### config.mk
export PLATFORM = sky130hd
export DESIGN_NAME = multicycle_control
export DESIGN_NICKNAME = d
export VERILOG_FILES = /design/src/rtl/multicycle_control.sv
export SDC_FILE = /design/constraint.sdc
export NUM_CORES = 1
export LEC_CHECK = 0
export CAP_MARGIN = 40
export CORE_ASPECT_RATIO = 2
export CORE_MARGIN = 2
export CORE_UTILIZATION = 25
export DETAILED_ROUTE_END_ITERATION = 8
export PLACE_DENSITY = 0.48
export SLEW_MARGIN = 10
export SYNTH_ARGS = -nofsm -noshare
export SYNTH_HDL_FRONTEND = slang
export SYNTH_SLANG_ARGS = --single-unit
### constraint.sdc
create_clock -name clk -period 4.7 [get_ports clk]
set_input_delay 0.47 -clock clk [delete_from_list [all_inputs] [get_ports clk]]
set_output_delay 0.47 -clock clk [all_outputs]
set_load 0.01 [all_outputs]
### src/rtl/multicycle_control.sv
// multicycle_control: multi-cycle RISC-V control FSM with memory-ready timeout and illegal/timeout traps.
// Defining RV_JAL_EN adds the JAL state (opcode 1101111); otherwise that opcode traps as illegal.
module multicycle_control #(
    parameter int MAX_WAIT          = 16,
    parameter bit TRAP_VEC_EN_STATE = 1'b1
) (
    input  logic       clk,
    input  logic       rst_n,
    input  logic [6:0] opcode,
    input  logic       mem_ready,
    output logic       pc_write,
    output logic       branch,
    output logic       ir_write,
    output logic       i_or_d,
    output logic       mem_read,
    output logic       mem_write,
    output logic       reg_write,
    output logic       mem_to_reg,
    output logic [1:0] alu_src_a,
    output logic [1:0] alu_src_b,
    output logic [1:0] alu_op,
    output logic [1:0] pc_src,
    output logic [3:0] state,
    output logic       illegal,
    output logic       mem_timeout
);
    localparam int CW = (MAX_WAIT > 0) ? $clog2(MAX_WAIT + 1) : 1;

    typedef enum logic [3:0] {
        FETCH    = 4'd0,
        DECODE   = 4'd1,
        EXEC_R   = 4'd2,
        EXEC_I   = 4'd3,
        MEM_ADDR = 4'd4,
        MEM_RD   = 4'd5,
        MEM_WB   = 4'd6,
        MEM_WR   = 4'd7,
        ALU_WB   = 4'd8,
        BRANCH   = 4'd9,
        JAL      = 4'd10,
        TRAP     = 4'd15
    } state_t;

    state_t        cur, nxt;
    logic [CW-1:0] wait_cnt;
    logic          is_store, mem_state, timeout_hit;

    assign state     = cur;
    assign mem_state = (cur == FETCH) || (cur == MEM_RD) || (cur == MEM_WR);
    // The cycle in which the count would reach MAX_WAIT is the last one allowed; ready then still wins.
    assign timeout_hit = (MAX_WAIT != 0) && mem_state && !mem_ready && (wait_cnt == CW'(MAX_WAIT - 1));

    always_ff @(posedge clk or negedge rst_n) begin
        if (!rst_n) begin
            cur         <= FETCH;
            wait_cnt    <= '0;
            is_store    <= 1'b0;
            illegal     <= 1'b0;
            mem_timeout <= 1'b0;
        end else begin
            cur <= nxt;
            if (nxt != cur)
                wait_cnt <= '0;
            else if (mem_state && !mem_ready && wait_cnt != CW'(MAX_WAIT))
                wait_cnt <= wait_cnt + CW'(1);
            if (cur == DECODE)
                is_store <= opcode[5];
            if (cur == DECODE && nxt == TRAP)
                illegal <= 1'b1;
            if (timeout_hit)
                mem_timeout <= 1'b1;
        end
    end

    always_comb begin
        nxt        = cur;
        pc_write   = 1'b0;
        branch     = 1'b0;
        ir_write   = 1'b0;
        i_or_d     = 1'b0;
        mem_read   = 1'b0;
        mem_write  = 1'b0;
        reg_write  = 1'b0;
        mem_to_reg = 1'b0;
        alu_src_a  = 2'b00;
        alu_src_b  = 2'b00;
        alu_op     = 2'b00;
        pc_src     = 2'b00;
        case (cur)
            FETCH: begin
                mem_read  = 1'b1;
                alu_src_b = 2'b01;
                ir_write  = mem_ready;
                pc_write  = mem_ready;
                nxt       = mem_ready ? DECODE : timeout_hit ? TRAP : FETCH;
            end
            DECODE: begin
                alu_src_a = 2'b10;
                alu_src_b = 2'b10;
                case (opcode)
                    7'b0110011:             nxt = EXEC_R;
                    7'b0010011:             nxt = EXEC_I;
                    7'b0000011, 7'b0100011: nxt = MEM_ADDR;
                    7'b1100011:             nxt = BRANCH;
`ifdef RV_JAL_EN
                    7'b1101111:             nxt = JAL;
`endif
                    default:                nxt = TRAP;
                endcase
            end
            EXEC_R: begin
                alu_src_a = 2'b01;
                alu_op    = 2'b10;
                nxt       = ALU_WB;
            end
            EXEC_I: begin
                alu_src_a = 2'b01;
                alu_src_b = 2'b10;
                alu_op    = 2'b10;
                nxt       = ALU_WB;
            end
            MEM_ADDR: begin
                alu_src_a = 2'b01;
                alu_src_b = 2'b10;
                nxt       = is_store ? MEM_WR : MEM_RD;
            end
            MEM_RD: begin
                mem_read = 1'b1;
                i_or_d   = 1'b1;
                nxt      = mem_ready ? MEM_WB : timeout_hit ? TRAP : MEM_RD;
            end
            MEM_WB: begin
                reg_write  = 1'b1;
                mem_to_reg = 1'b1;
                nxt        = FETCH;
            end
            MEM_WR: begin
                mem_write = 1'b1;
                i_or_d    = 1'b1;
                nxt       = mem_ready ? FETCH : timeout_hit ? TRAP : MEM_WR;
            end
            ALU_WB: begin
                reg_write = 1'b1;
                nxt       = FETCH;
            end
            BRANCH: begin
                alu_src_a = 2'b01;
                alu_op    = 2'b01;
                branch    = 1'b1;
                pc_src    = 2'b01;
                nxt       = FETCH;
            end
`ifdef RV_JAL_EN
            JAL: begin
                reg_write = 1'b1;
                alu_src_a = 2'b10;
                alu_src_b = 2'b01;
                pc_write  = 1'b1;
                pc_src    = 2'b10;
                nxt       = FETCH;
            end
`endif
            TRAP:    nxt = TRAP_VEC_EN_STATE ? TRAP : FETCH;
            default: nxt = TRAP;
        endcase
        // Reset kills every strobe at once so no write can complete while it is held.
        if (!rst_n)
            {pc_write, branch, ir_write, i_or_d, mem_read, mem_write, reg_write, mem_to_reg,
             alu_src_a, alu_src_b, alu_op, pc_src} = '0;
    end
endmodule

==> flow_summary.ini <==
[outcome]
outcome = completed

[sta]
fin_setup_tns_ps = 0
finalMaxSlewViolations = 0
setup_viol = 0
post-route-min-period_ps = 2767
fin_skew_ps = 0.6931
max_freq_ghz = 0.3614
setup_slack_ps = 1933
rsz0062_at_grt = no
finalHoldViolCount = 0
timing.final.crit_share_pct = 58.87
worstMarginPinSlew_ps = 707.1
relSlewSlack_pct = 52.86

[logic_synthesis]
synthCells = 130
synth_ff_type = dfrtp_1
synth_top_area_share_pct = 26.20
syn_area_mm2 = 0.001146
async_reset_ff_share_pct = 100.0
ys_ff_latch = 12
syn_area_per_cell_um2 = 8.816
ys_seq_area_share_pct = 26.20
synth_edf_count = 0
yosys.cell_types.count = 50
synth_area_leaders = dfrtp_1 (26%), and3_1 (3.8%), buf_4 (3.3%)
synth_fp_nets = 143
yosysTopAreaCell = dfrtp_1
synth.yosys.warnings = 0

[worst_setup_path]
worstSetupPathType = reg -> out
path_cells = nor2_1 -> nand2_1 -> nor4_1 -> clkdlybuf4s50_1
crit_required_ps = 4230
end_kind = primary output
cp_num_buf_inv = 1
critical_path.slowest_cell = dfrtp_1
worstPathArrival_ps = 2300
path_max_fanout = 20
max_stage_delay_ps = 630
critPathLaunchType = flip-flop
critPathTopFamily = simple AND/OR/NAND/NOR gates

[grt]
grt_overflow_total = 0
grt_max_degree = 24
grt.total_usage_pct = 12.81
grt_pass1_wl_um = 4995
grt_pass1_vias = 1081
antenna_found_initial = 0

[layout]
mostFrequentLayoutCells = clkdlybuf4s50_1 (30), dfrtp_1 (12), inv_1 (8), nor2_1 (8)
fillers = 476
drive_gt1_share_pct = 9.868
antennaDiodeCount = 0
areaGrowthSynthToFinish_pct = 29.15
nNetsFinal = 167
layout_commonest_cell = clkdlybuf4s50_1

[flow_run]
max_cap_violations = 0

[drt]
viasPerCell = 5.204
wl_per_cell_um = 14.95
drt-pass1-iter-count = 6
drt_iter0_markers = 14
vias = 1072
antenna_left = 0
drc = 0
totalWireLength_um = 3080

[cts]
hold_buffers = 0
clk_pin_slew_ps = 50
numCtsBuffers = 3
cts_tree = built
cts-root-buf = clkbuf_8
cts_setup_buffers = 0
cts_resized = 0
cts_sinks = 12
clock_latency_ps = 240
clock_path_buffers = 2
htreeDepth = 1

[placed_design]
dp_hpwl_um = 2446
io_buffers = 30
gp_congestion = 0.8204
dp_slack_ps = 2060

[pwr]
total_leakage_power_nw = 0.5958
clkPwrFrac_pct = 19.0
sw_frac_of_total_pct = 42.27
combinationalPowerShare_pct = 42.5
pwr_density_cell_mw_per_mm2 = 336.9
internal_power_w = 0.0002879
seqPwrFrac_pct = 38.5
ir_drop_v = 0.0001135
p_sw_w = 0.0002108

[min_path]
hold_class = reg -> reg

[floorplanning]
core_mm2 = 0.004382
die_h_um = 99.75
io_pins = 32
dieWidth_um = 51.88
die_area_mm2 = 0.005175
start_util_pct = 26.16
fp-row-count = 34
==> layout make-up <==
| cell class | count | area [um2] | area share [%] |
|---|---|---|---|
| clock buffers | 3 | 41.29 | 2.790 |
| flip-flops and latches | 12 | 300.3 | 20.29 |
| repair buffers | 31 | 307.8 | 20.79 |
| well taps | 54 | 67.56 | 4.565 |
| multi-input cells | 98 | 733.2 | 49.54 |
| inverters | 8 | 30.03 | 2.029 |
==> cells by family (layout without fill, tap and decap cells) <==
kind of cell / after synthesis / in the layout / synth area share (%)
AOI/OAI and AO/OA: 26 / 26 / 17.80
xor gates and xnor gates: 3 / 3 / 2.293
adders and majority gates: 3 / 3 / 3.275
buffers and inverters: 20 / 42 / 9.826
DFF: 12 / 12 / 26.20
muxes: 2 / 2 / 1.856
other: 1 / 1 / 0.3272
and+or+nand+nor: 63 / 63 / 38.43
==> synth_stat cells, types with 4 or more instances <==
library cell and count:
nor2_1 8, nor4_1 6, o21ai_0 4, a21oi_1 4, inv_1 8, nand2_1 7, nor2b_1 5, and3_1 7
nand2b_1 4, and2_1 4, dfrtp_1 12, buf_4 5
==> state kept, by name (all words and copies together) (netlist names) <==
name,cells
state,4
is_store,1
wait_cnt,5
mem_timeout,1
illegal,1
==> stage by stage <==
| stage | instances | cell area [um2] | power, W | hold WS, ps | utilization, % |
|---|---|---|---|---|---|
| finish | 206 | 1480 | 0.0004987 | 472.8 | 33.78 |
| global route | 206 | 1480 | 0.0005368 | 500.5 | 33.78 |
| CTS | 206 | 1480 | 0.0005057 | 471.6 | 33.78 |
| detailed placement | 203 | 1439 | 0.0004086 | 458.1 | 32.84 |
| global placement | 203 | 1439 | 0.0004040 | 448.0 | 32.84 |
| floorplan | 130 | 1146 | 0.0003360 | 174.4 | - |
==> power by group through the flow <==
stage / logic [W] / registers (W) / clock network [W]
after global routing: 0.000235 / 0.000199 / 0.000103
final: 0.000212 / 0.000192 / 0.0000947
after floorplan: 0.000182 / 0.000154 / 0
after global placement: 0.000212 / 0.000192 / 0
after CTS: 0.000215 / 0.000192 / 0.0000984
after detailed placement: 0.000215 / 0.000194 / 0
==> path summary, 6_finish.rpt <==
check / cells after the start / end / slack, ps / startpoint
setup / recovery: 4 / pc_write / 1930 / state[2]$_DFF_PN0_
hold / removal: 1 / mem_timeout$_DFFE_PN0P_ / 470 / mem_timeout$_DFFE_PN0P_
setup reg to reg: 7 / wait_cnt[1]$_DFFE_PN0P_ / 2540 / wait_cnt[1]$_DFFE_PN0P_
hold reg to reg: 1 / mem_timeout$_DFFE_PN0P_ / 470 / mem_timeout$_DFFE_PN0P_
max in group asynchronous: 2 / is_store$_DFFE_PN0P_ / 3930 / rst_n
min in group asynchronous: 2 / state[1]$_DFF_PN0_ / 560 / rst_n
==> metal layers <==
layer,global-route usage (%),up-vias,share of wire [%]
li1,-,515,-
met1,12.41,517,35
met2,24.83,35,59
met3,2.102,5,4.5
met4,5.466,0,1.7
met5,0,-,0
Power figures use the tool's default switching activity.
